`src/rtl/updown_counter_fnd.sv`:
```
// rtl/updown_counter_fnd.sv - prescaled up/down counter with multiplexed hex seven-segment display
module updown_counter_fnd #(
    parameter int WIDTH    = 8,
    parameter int TICK_DIV = 1000,
    parameter int SATURATE = 0
) (
    input  logic                   clk_1k,
    input  logic                   reset,
    input  logic [1:0]             mode_in,
    input  logic                   load,
    input  logic [WIDTH-1:0]       data_in,
    output logic [1:0]             mode_out,
    output logic [WIDTH-1:0]       count,
    output logic                   tc,
    output logic [WIDTH/4-1:0]     seg_com,
    output logic [7:0]             seg_data
);
    localparam int DIGITS = WIDTH / 4;
    localparam int PW     = $clog2(TICK_DIV);
    localparam int SW     = (DIGITS > 1) ? $clog2(DIGITS) : 1;

    localparam logic [PW-1:0]    PRESC_LAST = PW'(TICK_DIV - 1);
    localparam logic [SW-1:0]    SCAN_LAST  = SW'(DIGITS - 1);
    localparam logic [WIDTH-1:0] CNT_MAX    = '1;
    localparam logic [WIDTH-1:0] CNT_ONE    = WIDTH'(1);
    localparam logic [DIGITS-1:0] COM_ONE   = DIGITS'(1);

    localparam logic [1:0] MODE_UP   = 2'b10;
    localparam logic [1:0] MODE_DN   = 2'b01;
    localparam logic [1:0] MODE_HOLD = 2'b11;

    logic [PW-1:0]     presc_q, presc_d;
    logic [SW-1:0]     scan_q, scan_d;
    logic [1:0]        mode_q, mode_d;
    logic [WIDTH-1:0]  count_q, count_d;
    logic              tc_q, tc_d;
    logic [DIGITS-1:0] seg_com_q, seg_com_d;
    logic [7:0]        seg_data_q, seg_data_d;

    logic              tick;
    logic              at_top;
    logic              at_bot;
    logic [3:0]        nibble;

    function automatic logic [7:0] hex_glyph(input logic [3:0] h);
        case (h)
            4'h0: hex_glyph = 8'hFC;
            4'h1: hex_glyph = 8'h60;
            4'h2: hex_glyph = 8'hDA;
            4'h3: hex_glyph = 8'hF2;
            4'h4: hex_glyph = 8'h66;
            4'h5: hex_glyph = 8'hB6;
            4'h6: hex_glyph = 8'hBE;
            4'h7: hex_glyph = 8'hE0;
            4'h8: hex_glyph = 8'hFE;
            4'h9: hex_glyph = 8'hF6;
            4'hA: hex_glyph = 8'hEE;
            4'hB: hex_glyph = 8'h3E;
            4'hC: hex_glyph = 8'h9C;
            4'hD: hex_glyph = 8'h7A;
            4'hE: hex_glyph = 8'h9E;
            default: hex_glyph = 8'h8E;
        endcase
    endfunction

    always_ff @(posedge clk_1k) begin
        if (reset) begin
            presc_q    <= '0;
            scan_q     <= '0;
            mode_q     <= MODE_UP;
            count_q    <= '0;
            tc_q       <= 1'b0;
            seg_com_q  <= '1;
            seg_data_q <= 8'h00;
        end else begin
            presc_q    <= presc_d;
            scan_q     <= scan_d;
            mode_q     <= mode_d;
            count_q    <= count_d;
            tc_q       <= tc_d;
            seg_com_q  <= seg_com_d;
            seg_data_q <= seg_data_d;
        end
    end

    assign tick   = (presc_q == PRESC_LAST);
    assign at_top = (count_q == CNT_MAX);
    assign at_bot = (count_q == '0);

    always_comb begin
        case (mode_in)
            MODE_UP:   mode_d = MODE_UP;
            MODE_DN:   mode_d = MODE_DN;
            MODE_HOLD: mode_d = MODE_HOLD;
            default:   mode_d = mode_q;
        endcase
    end

    // Counting follows mode_q, the direction held before this edge.
    always_comb begin
        presc_d = tick ? '0 : presc_q + PW'(1);
        count_d = count_q;
        tc_d    = 1'b0;
        if (load) begin
            count_d = data_in;
            presc_d = '0;
        end else if (tick) begin
            if (mode_q == MODE_UP) begin
                tc_d = at_top;
                if (!(at_top && SATURATE != 0))
                    count_d = count_q + CNT_ONE;
            end else if (mode_q == MODE_DN) begin
                tc_d = at_bot;
                if (!(at_bot && SATURATE != 0))
                    count_d = count_q - CNT_ONE;
            end
        end
    end

    always_comb begin
        nibble = 4'h0;
        for (int i = 0; i < DIGITS; i++) begin
            if (scan_q == SW'(i))
                nibble = count_q[4*i +: 4];
        end
        scan_d     = (scan_q == SCAN_LAST) ? '0 : scan_q + SW'(1);
        seg_com_d  = ~(COM_ONE << scan_q);
        seg_data_d = hex_glyph(nibble);
    end

    assign mode_out = mode_q;
    assign count    = count_q;
    assign tc       = tc_q;
    assign seg_com  = seg_com_q;
    assign seg_data = seg_data_q;
endmodule

```
`config.mk`:
```
export PLATFORM = sky130hd
export DESIGN_NAME = updown_counter_fnd
export DESIGN_NICKNAME = d
export VERILOG_FILES = /design/src/rtl/updown_counter_fnd.sv
export SDC_FILE = /design/constraint.sdc
export NUM_CORES = 1
export LEC_CHECK = 0
export CAP_MARGIN = 20
export CORE_MARGIN = 3
export CORE_UTILIZATION = 64
export CTS_CLUSTER_SIZE = 28
export DETAILED_ROUTE_END_ITERATION = 8
export DONT_BUFFER_PORTS = 1
export PLACE_DENSITY_LB_ADDON = 0.3
export RECOVER_POWER = 100
export SETUP_SLACK_MARGIN = 0.2
export SYNTH_ARGS = -nofsm -noshare
export SYNTH_HDL_FRONTEND = slang
export SYNTH_SLANG_ARGS = --single-unit
```
`constraint.sdc`:
```
create_clock -name clk_1k -period 5.5 [get_ports clk_1k]
set_input_delay 1.1 -clock clk_1k [delete_from_list [all_inputs] [get_ports clk_1k]]
set_output_delay 1.1 -clock clk_1k [all_outputs]
set_load 0.03 [all_outputs]
```
==> metrics.txt <==
status=complete, but fails checks; failing checks=capacitance limit, slew limit; Mapped Nets=232; GRT Residual Overflow=0; EDFF count, synth=0; Worst EP arrival=3.40 ns; final core occ=0.7011; nets=230; site row count=18; Pleak=0.7555 nW; cts bufs inserted=5; period utilization=0.5693; fin area=1832 sq um; layout cell share with drive strength beyond 1=0.07426; DP Area=1797 sq um; HP Class=reg -> reg; aggregate global-route resource usage=0.2330; WP data required=5.77 ns; warnings from Yosys=0; cell area after synthesis=1839 sq um; DRT iter0 DRCs=60; flop2flop setup slack=~2.4 ns; GPL Wtd Cong=0.8626; Final Routed Wirelength=3629 um; reg-to-reg startpoint=presc_q[0]; initial antenna violation count=0; die area=3553 sq um; CP Class=reg -> reg; DRC=0; endpoint class of the critical path=flop; CP max stage delay=1.41 ns; Worst Reg-to-Reg Cells=6; worst slack, placed=about 3 ns; cts hold-fix bufs=0; Pwr Density=between 200 and 300 nW/um^2; TritonCTS Sinks=31; largest net degree at the start of global routing=22; busiest grt layer=met2; Peak Freq=319.4 MHz; distinct cell type count after synthesis=between 40 and 50; Crit. Startpoint=presc_q[0]; Slowest-stage cell, CP=nor4_1; DR pass1 iterations=4; max-slew violation count=12; max_slew headroom=-0.1999; Clock Path Buffers=2; Crit Path Max Fanout=11; clk slew on worst S/H paths=0.10 ns; reg-to-reg endpoint=count[6]; HPWL Detailed=between 2000 and 3000 um; WL/cell=about 16 um; worst clock skew=0.01167 ns; die width=59.61 um; Fin. Hold Viols=0; IO Count=34; post-route ant nets=0; CTS tree=yes; max_cap viols=1; Finished Layout Cells=232; Die Ht=59.61 um; Peak VDD IR=233.0 uV; crit path cell chain=ha_1 > nand4b_2 > nor4_1 > inv_1 > or3_1 > o21ai_0; setup violators final=0; leading area contributor after synthesis=dfxtp_1; RSZ-0062 raised after global routing=false; slew of the pin with the lowest slew margin=1.783 ns; clk_lat worst skew=0.33 ns; sequential area share after synthesis=0.3374; initial core utilization=0.7040; H-tree depth=2; setup bufs post-CTS=0; Tmin final=~3.1 ns; # resized after CTS=0; Via Count=1438; GRT met3 Usage=0.08279; first-pass GRT wire length=6265 um; Primary FF master, synth=dfxtp_1; placed cell count=between 200 and 250; Synth top area share=0.3374; CP startpoint kind=flop; GR Util met2=0.3495; largest cells by area after synthesis=dfxtp_1 (34%), ha_1 (10%), a21oi_1 (3.8%); Cells after Synth=just over 200; Global Route met1 Usage=0.3094; post-route setup TNS=0 ns; Core Area=2613 sq um; Worst Setup EP=count[6]; Via density=just over 6; Port Buffers=0; PnR worst setup slack=2.369 ns; async set-reset flop share out of synthesis=0; synthesized area per cell=9.060 sq um; root buffer cell=clkbuf_4; antenna cells=0; Area growth syn-to-layout=-0.4080%; number of global-route vias before repair=1406; #FFs+latches synth=31
==> cells in the mapped netlist (2+ instances only) <==
| cell type | instances |
|---|---|
| nor3_1 | 8 |
| inv_1 | 12 |
| a221oi_1 | 5 |
| buf_4 | 2 |
| clkbuf_8 | 3 |
| mux2i_1 | 5 |
| nor2b_1 | 2 |
| nand3_1 | 5 |
| nand2_1 | 14 |
| clkbuf_1 | 2 |
| a21oi_1 | 14 |
| or3_1 | 3 |
| a211oi_1 | 5 |
| nor4b_1 | 3 |
| nand4_1 | 2 |
| o211ai_1 | 6 |
| nand2b_1 | 2 |
| dfxtp_1 | 31 |
| xnor2_1 | 5 |
| xor2_1 | 7 |
| and2_1 | 3 |
| o21ai_0 | 8 |
| ha_1 | 15 |
| mux2_2 | 2 |
| nor2_1 | 14 |
| a31oi_1 | 2 |
==> per-stage QoR <==
step / total power, mW / hold WS [ns]
after CTS: 0.4775 / 0.4890
after global routing: 0.5060 / 0.5426
after global placement: 0.3514 / 0.4457
after detailed placement: 0.3553 / 0.4588
final: 0.4734 / 0.4841
after floorplan: 0.3460 / 0.4302
==> logic make-up (layout without fill, tap and decap cells) <==
group / Yosys count / in the layout / synth area share
xor gates and xnor gates: 12 / 12 / 0.05714
other: 1 / 1 / 0.002039
muxes: 7 / 7 / 0.03946
adders and majority gates: 16 / 16 / 0.1129
AOI/OAI and AO/OA: 47 / 47 / 0.1660
buffers and inverters: 21 / 20 / 0.06802
DFF: 31 / 31 / 0.3374
and+or+nand+nor: 68 / 68 / 0.2170
==> worst min-delay path by stage <==
stage,startpoint,endpoint,cells after the start
4_1_cts,presc_q[0],presc_q[0],1
6_report,presc_q[0],presc_q[0],1
5_1_grt,presc_q[0],presc_q[0],1
3_3_place_gp,presc_q[0],presc_q[0],1
3_5_place_dp,presc_q[0],presc_q[0],1
2_1_floorplan,presc_q[0],presc_q[0],1
==> routing by layer <==
| metal | vias to the layer above | part of all wire |
|---|---|---|
| li1 | 722 | - |
| met1 | 666 | 0.45 |
| met2 | 42 | 0.46 |
| met3 | 8 | 0.068 |
| met4 | 0 | 0.013 |
| met5 | - | 0 |
==> sequential cells by signal, indices dropped and copies added (netlist names) <==
signal and flops:
presc_q 10, count 8, seg_data 7, mode_out 2, seg_com 2, scan_q 1, tc 1
==> worst max-delay path, delay by kind of cell, from the launching register on <==
family,cells,cell delay (ns)
AO/OA/AOI/OAI,1,0.14
adder cells (fa/ha/maj),1,0.30
AND/OR/NAND/NOR,3,1.94
flip-flops,1,0.39
buffers and inverters,1,0.30
==> power by group <==
part	internal, mW	switching [mW]	total [mW]
Sequential	0.237	0.0367	0.274
Combinational	0.0332	0.0431	0.0763
Clock	0.0497	0.0737	0.123
==> cell usage in the layout (no fill, tap or decap), drive strengths merged, types with 5 or more instances in the layout <==
master / Yosys / layout
xnor2: 5 / 5
a221oi: 5 / 5
dfxtp: 31 / 31
nand3: 5 / 5
a211oi: 5 / 5
o21ai: 9 / 9
a21oi: 15 / 15
xor2: 7 / 7
mux2i: 5 / 5
inv: 12 / 12
nor2: 15 / 15
clkbuf: 5 / 7
o211ai: 6 / 6
ha: 15 / 15
nand2: 14 / 14
nor3: 8 / 8
==> layout make-up <==
type | count | area [sq um]
clock buffers | 7 | 45.04
well taps | 30 | 37.54
flip-flops and latches | 31 | 620.6
fillers | 225 | 780.7
inverters | 12 | 45.04
multi-input cells | 151 | 1079
clock inverters | 1 | 5.005
Note: power is estimated with default switching activity, not from simulation.
